==> src/rtl/pipe_mon_pkg.sv <==
// Shared types and helpers for the pipeline event monitor.
package pipe_mon_pkg;

  typedef enum logic [1:0] {
    IDLE = 2'd0,
    RUN  = 2'd1,
    HOLD = 2'd2,
    DONE = 2'd3
  } state_t;

  // Readout select width: one slot for the cycle counter plus one per event channel.
  function automatic int sel_w(input int n);
    return $clog2(n + 1);
  endfunction

endpackage

==> src/rtl/pipe_event_monitor_evt_counter.sv <==
// Single monitor counter with enable, synchronous clear and a sticky overflow flag.
module evt_counter #(
  parameter int CNT_W    = 32,
  parameter bit SATURATE = 1'b1
) (
  input  logic             clk_i,
  input  logic             rst_i,
  input  logic             en,
  input  logic             clr,
  output logic [CNT_W-1:0] cnt,
  output logic             ovf
);

  // NOTE: sequential state is written with <= only, so every register samples pre-edge values.
  always_ff @(posedge clk_i) begin
    if (rst_i || clr) begin
      cnt <= '0;
      ovf <= 1'b0;
    end else if (en) begin
      if (cnt == '1) begin
        ovf <= 1'b1;
        cnt <= SATURATE ? '1 : '0;
      end else begin
        cnt <= cnt + 1'b1;
      end
    end
  end

endmodule

==> src/rtl/pipe_event_monitor.sv <==
// Windowed performance monitor: one cycle counter plus NUM_EVT qualified event counters.
module pipe_event_monitor
  import pipe_mon_pkg::*;
#(
  parameter int NUM_EVT    = 4,
  parameter int CNT_W      = 32,
  parameter int MAX_CYCLES = 64,
  parameter bit SATURATE   = 1'b1,
  localparam int SEL_W     = sel_w(NUM_EVT)
) (
  input  logic               clk_i,
  input  logic               rst_i,
  input  logic               start_i,
  input  logic               clear_i,
  input  logic               freeze_i,
  input  logic [NUM_EVT-1:0] evt_i,
  input  logic [NUM_EVT-1:0] evt_kill_i,
  input  logic [SEL_W-1:0]   rd_sel_i,
  output logic [CNT_W-1:0]   rd_data_o,
  output logic               running_o,
  output logic               done_o,
  output logic               done_pulse_o,
  output logic [NUM_EVT:0]   ovf_o
);

  localparam logic [CNT_W-1:0] LAST_CYC = CNT_W'(MAX_CYCLES - 1);

  state_t               state;
  logic [CNT_W-1:0]     cnt [NUM_EVT+1];
  logic [NUM_EVT:0]     en;
  logic [NUM_EVT-1:0]   qual;
  logic                 at_limit;
  logic                 count_en;
  logic                 complete;
  logic [CNT_W-1:0]     sel_cnt;

  assign qual     = evt_i & ~evt_kill_i;
  assign at_limit = (MAX_CYCLES != 0) && (cnt[0] == LAST_CYC);

  // The HOLD->RUN resume edge counts, so a freeze held N cycles costs exactly N counted
  // cycles; completion outranks freeze, so the final window cycle is always counted.
  assign count_en = !clear_i &&
                    (((state == RUN) && (at_limit || !freeze_i)) ||
                     ((state == HOLD) && !freeze_i));
  assign complete = count_en && at_limit;
  assign en       = {qual & {NUM_EVT{count_en}}, count_en};

  for (genvar g = 0; g <= NUM_EVT; g++) begin : g_cnt
    evt_counter #(
      .CNT_W   (CNT_W),
      .SATURATE(SATURATE)
    ) u_cnt (
      .clk_i(clk_i),
      .rst_i(rst_i),
      .en   (en[g]),
      .clr  (clear_i),
      .cnt  (cnt[g]),
      .ovf  (ovf_o[g])
    );
  end

  always_ff @(posedge clk_i) begin
    if (rst_i) begin
      state        <= IDLE;
      running_o    <= 1'b0;
      done_o       <= 1'b0;
      done_pulse_o <= 1'b0;
    end else begin
      done_pulse_o <= 1'b0;
      if (clear_i) begin
        state     <= IDLE;
        running_o <= 1'b0;
        done_o    <= 1'b0;
      end else begin
        case (state)
          IDLE: if (start_i) begin
            state     <= RUN;
            running_o <= 1'b1;
          end
          RUN, HOLD: begin
            if (complete) begin
              state        <= DONE;
              running_o    <= 1'b0;
              done_o       <= 1'b1;
              done_pulse_o <= 1'b1;
            end else if (freeze_i) begin
              state     <= HOLD;
              running_o <= 1'b0;
            end else begin
              state     <= RUN;
              running_o <= 1'b1;
            end
          end
          default: ;
        endcase
      end
    end
  end

  // NOTE: combinational outputs get a default before any conditional write, so no latch is inferred.
  always_comb begin
    sel_cnt = '0;
    for (int k = 0; k <= NUM_EVT; k++) begin
      if (rd_sel_i == SEL_W'(k)) sel_cnt = cnt[k];
    end
  end

  always_ff @(posedge clk_i) begin
    if (rst_i) rd_data_o <= '0;
    else       rd_data_o <= sel_cnt;
  end

endmodule

==> config.mk <==
export PLATFORM = sky130hd
export DESIGN_NAME = pipe_event_monitor
export DESIGN_NICKNAME = d
export VERILOG_FILES = /design/src/rtl/pipe_mon_pkg.sv /design/src/rtl/pipe_event_monitor_evt_counter.sv /design/src/rtl/pipe_event_monitor.sv
export SDC_FILE = /design/constraint.sdc
export NUM_CORES = 1
export LEC_CHECK = 0
export ABC_AREA = 0
export ABC_CLOCK_PERIOD_IN_PS = 6100
export CORE_ASPECT_RATIO = 1.4
export CORE_UTILIZATION = 65
export CTS_CLUSTER_SIZE = 24
export DETAILED_ROUTE_END_ITERATION = 12
export GPL_TIMING_DRIVEN = 1
export PLACE_DENSITY = 0.82
export SLEW_MARGIN = 25
export SYNTH_ARGS = -nofsm -noshare
export SYNTH_HDL_FRONTEND = slang
export SYNTH_SLANG_ARGS = --single-unit
export TNS_END_PERCENT = 100
==> constraint.sdc <==
create_clock -name clk_i -period 6.1 [get_ports clk_i]
set_input_delay 1.525 -clock clk_i [delete_from_list [all_inputs] [get_ports clk_i]]
set_output_delay 1.525 -clock clk_i [all_outputs]
set_load 0.05 [all_outputs]
==> impl_metrics.csv, run 1 <==
group,metric,value,unit
die,initial_utilization,66.3,%
power,power.density,236,nW/um^2
critical_path,crit_path_max_incr_delay,890,ps
critical_path,critPathRequiredTime,6510,ps
detailed_routing,wl_per_cell,21.0,um
clocking,cts_made_buffers,21,
synth,syn_area,10700,um^2
critical_path,crit_chain,"clkdlybuf4s50_1, nor2b_1, o21bai_4, nor4_2, nand3_1, a21oi_1",
sta,fin_skew,7.78,ps
synth,async_flop_share,0,%
sta,tns,0,ps
detailed_routing,drtIter0Drc,1078,
placed_design,place_congestion,0.938,
clocking,ctsHoldBuffers,0,
power,power_leakage,3.73,nW
synth,synth_nets,1252,
clocking,clkTransAtPathRegs,60,ps
die,dieArea,17000,um^2
layout,final_area,12000,um^2
clocking,clk_path_buf_depth,3,
placed_design,port_buffers,55,
clocking,cts-htree-levels,1,
grt,grt_max_degree,73,
layout,nets,1247,
sta,fin_crit_sh,68.1,%
die,num_rows,55,
clocking,cts_num_sinks,202,
clocking,clock-root-buffer,"clkbuf_16",
synth,synth.ff_latch_count,202,
clocking,postCtsSetupBuffers,0,
die,fp.coreArea,16200,um^2
detailed_routing,drc,0,
sta,setup_slack,1950,ps
detailed_routing,ant_nets,0,
grt,grt_first_pass_wirelength,48.1,mm
sta,rsz0062_at_grt,"no",
sta,slew_headroom,30.5,%
sta,max_freq,0.241,GHz
sta,worstMarginPinSlew,1040,ps
synth,ys_warn_count,0,
detailed_routing,drt_wl_total,30.1,mm
clocking,cts_tree,"done",
critical_path,crit_path_start_kind,"input pin",
layout,final_core_util,74.0,%
synth,synth.distinct_cells,65,
die,die_width,111,um
placed_design,dp_hpwl,20.3,mm
grt,grt_overflow,0,
clocking,clock_latency,500,ps
critical_path,crit_type,"in -> reg",
synth,synth.avg_cell_area,8.72,um^2
layout,syn_to_final_growth,11.7,%
critical_path,crit_fanout,23,
sta,slew_viol_final,0,
critical_path,cp_slowest_cell,"nand3_1",
detailed_routing,avgViaCountPerCell,6.94,
placed_design,placed_area,11200,um^2
synth,synth_edf_count,0,
critical_path,cp.arrival,4570,ps
layout,n_antenna_cell,0,
min_path,hp-class,"reg -> reg",
grt,antenna_found_initial,0,
sta,fin_crit,4150,ps
critical_path,worst_setup_path_end_kind,"register",
grt,grt_pass1_vias,9231,
layout,drive_above_1_share,9.72,%
synth,postSynthCellCount,1228,
synth,synth-seq-area-share,37.7,%
placed_design,preCtsSetupSlack,1490,ps
clocking,cts_resized,0,
die,top_level_ports,56,
sta,holdWs,454,ps
sta,hold_viol_final,0,
die,die_h,154,um
job,drv_cap,0,
grt,grt_usage,34.6,%
synth,synth_top_flop_cell,"dfxtp_1",
detailed_routing,firstDrtPassIters,5,
detailed_routing,dr_total_vias,9956,
power,ir_drop,0.263,mV
sta,final-setup-viol-count,0,
status,status,"completed",
## critical path, delay by kind of cell
family	cells	cell delay, ps
buf+inv	1	550
simple gates	3	1820
compound gates	2	660
## metrics by stage
| step | cells | total power, mW |
|---|---|---|
| after floorplan | 1228 | 1.45 |
| after global placement | 1399 | 1.49 |
| after detailed placement | 1399 | 1.50 |
| after CTS | 1434 | 2.82 |
| after global routing | 1434 | 2.89 |
| final | 1434 | 2.83 |
## final timing paths
| path | from | end | slack (ps) | cells after the start |
|---|---|---|---|---|
| setup reg to reg | g_cnt[0].u_cnt.cnt[7] | g_cnt[4].u_cnt.ovf | 2200 | 6 |
| setup / recovery | freeze_i | g_cnt[4].u_cnt.ovf | 1950 | 6 |
| hold reg to reg | g_cnt[1].u_cnt.ovf | g_cnt[1].u_cnt.ovf | 450 | 2 |
| hold / removal | g_cnt[1].u_cnt.ovf | g_cnt[1].u_cnt.ovf | 450 | 2 |
## routing by layer
layer	GRT usage, %	vias to the layer above	part of all wire [%]
met3	4.89	129	7.9
met4	20.0	0	5.5
met5	0	-	0
met1	43.4	4749	39
met2	56.8	487	48
li1	-	4591	-
## registers in the layout, indices dropped and copies added, names as in the netlist
name and cells:
done_o 1, state 2, running_o 1, g_cnt.u_cnt.ovf 5, done_pulse_o 1, rd_data_o 32
g_cnt.u_cnt.cnt 160
## synthesized netlist by cell type, types with 9 or more instances
cell | number | area (um^2)
nand2_1 | 78 | 293
a31oi_1 | 16 | 100
xor2_1 | 45 | 394
and2_1 | 9 | 56.3
nor4_2 | 32 | 400
nor4_1 | 15 | 93.8
a311oi_1 | 13 | 114
nand3_1 | 47 | 235
a221o_1 | 22 | 220
nor2_1 | 64 | 240
clkbuf_1 | 63 | 236
a21oi_1 | 137 | 686
mux4_2 | 9 | 203
dfxtp_1 | 202 | 4040
a22oi_1 | 9 | 67.6
nor3_1 | 58 | 290
o2111ai_1 | 19 | 166
nand4_1 | 51 | 319
and4_1 | 22 | 193
xnor2_1 | 63 | 552
buf_2 | 19 | 95.1
a211oi_1 | 12 | 90.1
mux2i_1 | 28 | 280
and3_1 | 37 | 231
o21ai_0 | 52 | 260
inv_1 | 16 | 60.1
## layout make-up
cell class	count	area, um^2
Timing Repair Buffer	73	693
Clock inverter	8	118
Inverter	17	63.8
Tap cell	199	249
Sequential cell	202	4040
Clock buffer	27	608
Fill cell	1215	4200
Multi-Input combinational cell	908	6190
## kinds of logic (layout without fill, tap and decap cells)
family / count (synthesis) / count (layout) / share of synthesized area (%)
AOI/OAI and AO/OA: 303 / 303 / 17.9
and+or+nand+nor: 451 / 451 / 25.0
xor gates and xnor gates: 108 / 108 / 8.83
buffers and inverters: 118 / 125 / 4.92
DFF: 202 / 202 / 37.7
muxes: 38 / 38 / 4.61
adders and majority gates: 8 / 8 / 0.934
## report_power, final
part           internal, mW  switching, mW
Combinational        0.0411          0.104
Clock                 0.825          0.535
Sequential             1.32        0.00179
## cell usage in the layout (no fill, tap or decap), drive strengths merged, types with 12 or more instances in the layout
master	count
clkbuf	27
nor3	61
a31oi	16
buf	19
xor2	45
nand3	47
and4	22
a21oi	137
nand4	52
nor2	65
nand2	79
a211oi	12
clkdlybuf4s50	54
o21ai	52
mux2i	28
xnor2	63
o2111ai	19
inv	16
dfxtp	202
nor4	49
and3	37
a221o	22
a311oi	13
Note: power is estimated with default switching activity, not from simulation.
==> inputs of run 2 (changes only) <==
--- a/config.mk
+++ b/config.mk
@@ -6,13 +6,13 @@
 export NUM_CORES = 1
 export LEC_CHECK = 0
 export ABC_AREA = 0
-export ABC_CLOCK_PERIOD_IN_PS = 6100
+export ABC_CLOCK_PERIOD_IN_PS = 4280
 export CORE_ASPECT_RATIO = 1.4
-export CORE_UTILIZATION = 65
+export CORE_UTILIZATION = 61
 export CTS_CLUSTER_SIZE = 24
 export DETAILED_ROUTE_END_ITERATION = 12
 export GPL_TIMING_DRIVEN = 1
-export PLACE_DENSITY = 0.82
+export PLACE_DENSITY = 0.78
 export SLEW_MARGIN = 25
 export SYNTH_ARGS = -nofsm -noshare
 export SYNTH_HDL_FRONTEND = slang
==> constraint.sdc (replaced) <==
create_clock -name clk_i -period 4.28 [get_ports clk_i]
set_input_delay 1.07 -clock clk_i [delete_from_list [all_inputs] [get_ports clk_i]]
set_output_delay 1.07 -clock clk_i [all_outputs]
set_load 0.05 [all_outputs]
==> impl_metrics.csv, run 2 (synthesized netlist as in run 1, its figures left out) <==
group,metric,value,unit
job,drv_cap,0,
grt,antenna_found_initial,0,
power,p_switching,923,uW
critical_path,crit_path_start_kind,"register",
layout,n_antenna_cell,0,
sta,fin_crit,3280,ps
detailed_routing,drc,0,
die,top_level_ports,56,
critical_path,critPathRequiredTime,4720,ps
clocking,clock_latency,510,ps
die,initial_utilization,62.1,%
sta,tns,0,ps
power,power_leakage,3.79,nW
grt,grt_pass1_vias,9386,
clocking,clock-root-buffer,"clkbuf_16",
power,power,3.88,mW
placed_design,preCtsSetupSlack,674,ps
layout,layout_commonest_cell,"dfxtp_1",
layout,final_cell_mix,"202 x dfxtp_1, 137 x a21oi_1, 78 x nand2_1, 64 x nor2_1, 63 x xnor2_1",
detailed_routing,wl_per_cell,20.3,um
critical_path,crit_type,"reg -> reg",
sta,slew_viol_final,0,
sta,final-setup-viol-count,0,
grt,grt_first_pass_wirelength,48.4,mm
critical_path,worstSetupEndpoint,"g_cnt[4].u_cnt.cnt[2]",
clocking,cts_tree,"done",
min_path,hp-class,"reg -> reg",
die,die_h,159,um
layout,reg_top3,"g_cnt.u_cnt.cnt x160, rd_data_o x32, g_cnt.u_cnt.ovf x5",
die,num_rows,57,
placed_design,dp.cells,1453,
grt,grt_max_degree,52,
power,pwr-share-comb,5.4,%
layout,finalNonFillerCells,1490,
critical_path,reg2reg_slack,1000,ps
detailed_routing,dr_total_vias,9997,
critical_path,crit_fanout,31,
placed_design,port_buffers,55,
layout,nets,1264,
sta,setup_slack,1000,ps
clocking,cts_made_buffers,21,
sta,fin_skew,18.2,ps
sta,worstMarginPinSlew,935,ps
sta,rsz0062_at_grt,"no",
clocking,cts-htree-levels,1,
power,clkPwrFrac,45.9,%
detailed_routing,firstDrtPassIters,5,
sta,max_freq,0.305,GHz
layout,syn_to_final_growth,12.7,%
layout,fill_cells,1374,
placed_design,place_congestion,0.949,
clocking,clkTransAtPathRegs,60,ps
critical_path,rr_endpoint,"g_cnt[4].u_cnt.cnt[2]",
critical_path,worstReg2RegStart,"g_cnt[0].u_cnt.cnt[0]",
sta,holdWs,450,ps
power,ir_drop,0.272,mV
power,p_sw_share,23.8,%
die,die_width,114,um
layout,final_core_util,70.0,%
sta,slew_headroom,37.7,%
placed_design,dp_hpwl,21.1,mm
grt,grt_usage,33.3,%
layout,regMostFlops,"g_cnt.u_cnt.cnt",
detailed_routing,drtIter0Drc,1170,
layout,largest_reg_flops,160,
power,pwr-share-seq,48.7,%
power,intPower,2.96,mW
clocking,cts_num_sinks,202,
power,power.density,321,nW/um^2
critical_path,cp.arrival,3720,ps
die,dieArea,18100,um^2
detailed_routing,avgViaCountPerCell,6.71,
placed_design,placed_area,11400,um^2
critical_path,worst_setup_path_end_kind,"register",
detailed_routing,drt_wl_total,30.3,mm
clocking,cts_resized,0,
grt,grt_overflow,0,
sta,fin_crit_sh,76.6,%
layout,drive_above_1_share,10.8,%
critical_path,reg2reg_depth,8,
clocking,postCtsSetupBuffers,0,
clocking,ctsHoldBuffers,0,
layout,final_area,12100,um^2
detailed_routing,ant_nets,0,
sta,hold_viol_final,0,
status,status,"completed",
die,fp.coreArea,17300,um^2
clocking,clk_path_buf_depth,3,
critical_path,crit_start,"g_cnt[0].u_cnt.cnt[0]",
-- run 2: cell type report --
type | instances | area [um^2] | share of cell area (%)
tap | 236 | 295 | 2.45
inverter | 17 | 63.8 | 0.528
clock buffer | 29 | 616 | 5.10
sequential | 202 | 4040 | 33.5
multi-input combinational | 908 | 6180 | 51.2
timing repair buffer | 90 | 821 | 6.80
clock inverter | 8 | 50.0 | 0.415
-- run 2: worst min-delay path by stage --
stage | from | endpoint | slack, ps | depth (start not counted)
floorplan | g_cnt[0].u_cnt.ovf | g_cnt[0].u_cnt.ovf | 430 | 2
global route | g_cnt[0].u_cnt.ovf | g_cnt[0].u_cnt.ovf | 480 | 2
finish | g_cnt[0].u_cnt.ovf | g_cnt[0].u_cnt.ovf | 450 | 2
CTS | g_cnt[1].u_cnt.ovf | g_cnt[1].u_cnt.ovf | 460 | 2
detailed placement | g_cnt[1].u_cnt.ovf | g_cnt[1].u_cnt.ovf | 440 | 2
global placement | g_cnt[2].u_cnt.ovf | g_cnt[2].u_cnt.ovf | 430 | 2
-- run 2: power by group through the flow --
stage                     clock network [mW]  registers, mW  logic (mW)
after floorplan                            0           1.95       0.116
after global placement                     0           1.93       0.206
after detailed placement                   0           1.93       0.207
after CTS                               1.79           1.89       0.207
after global routing                    1.88           1.89       0.221
final                                   1.78           1.89       0.211
-- run 2: per-layer routing --
metal / global-route usage [%] / routed length (um)
met4: 15.7 / 1280
met3: 4.81 / 2280
met2: 56.3 / 14700
met1: 41.2 / 12000
met5: 0 / 0
-- run 2: worst max-delay path: stages, from the launching register on --
cell	delay (ps)
dfxtp_1	400
ha_1	230
and4_1	300
nand2_1	270
o31a_4	640
nor4_2	520
nand3_1	350
buf_4	320
a21oi_1	160
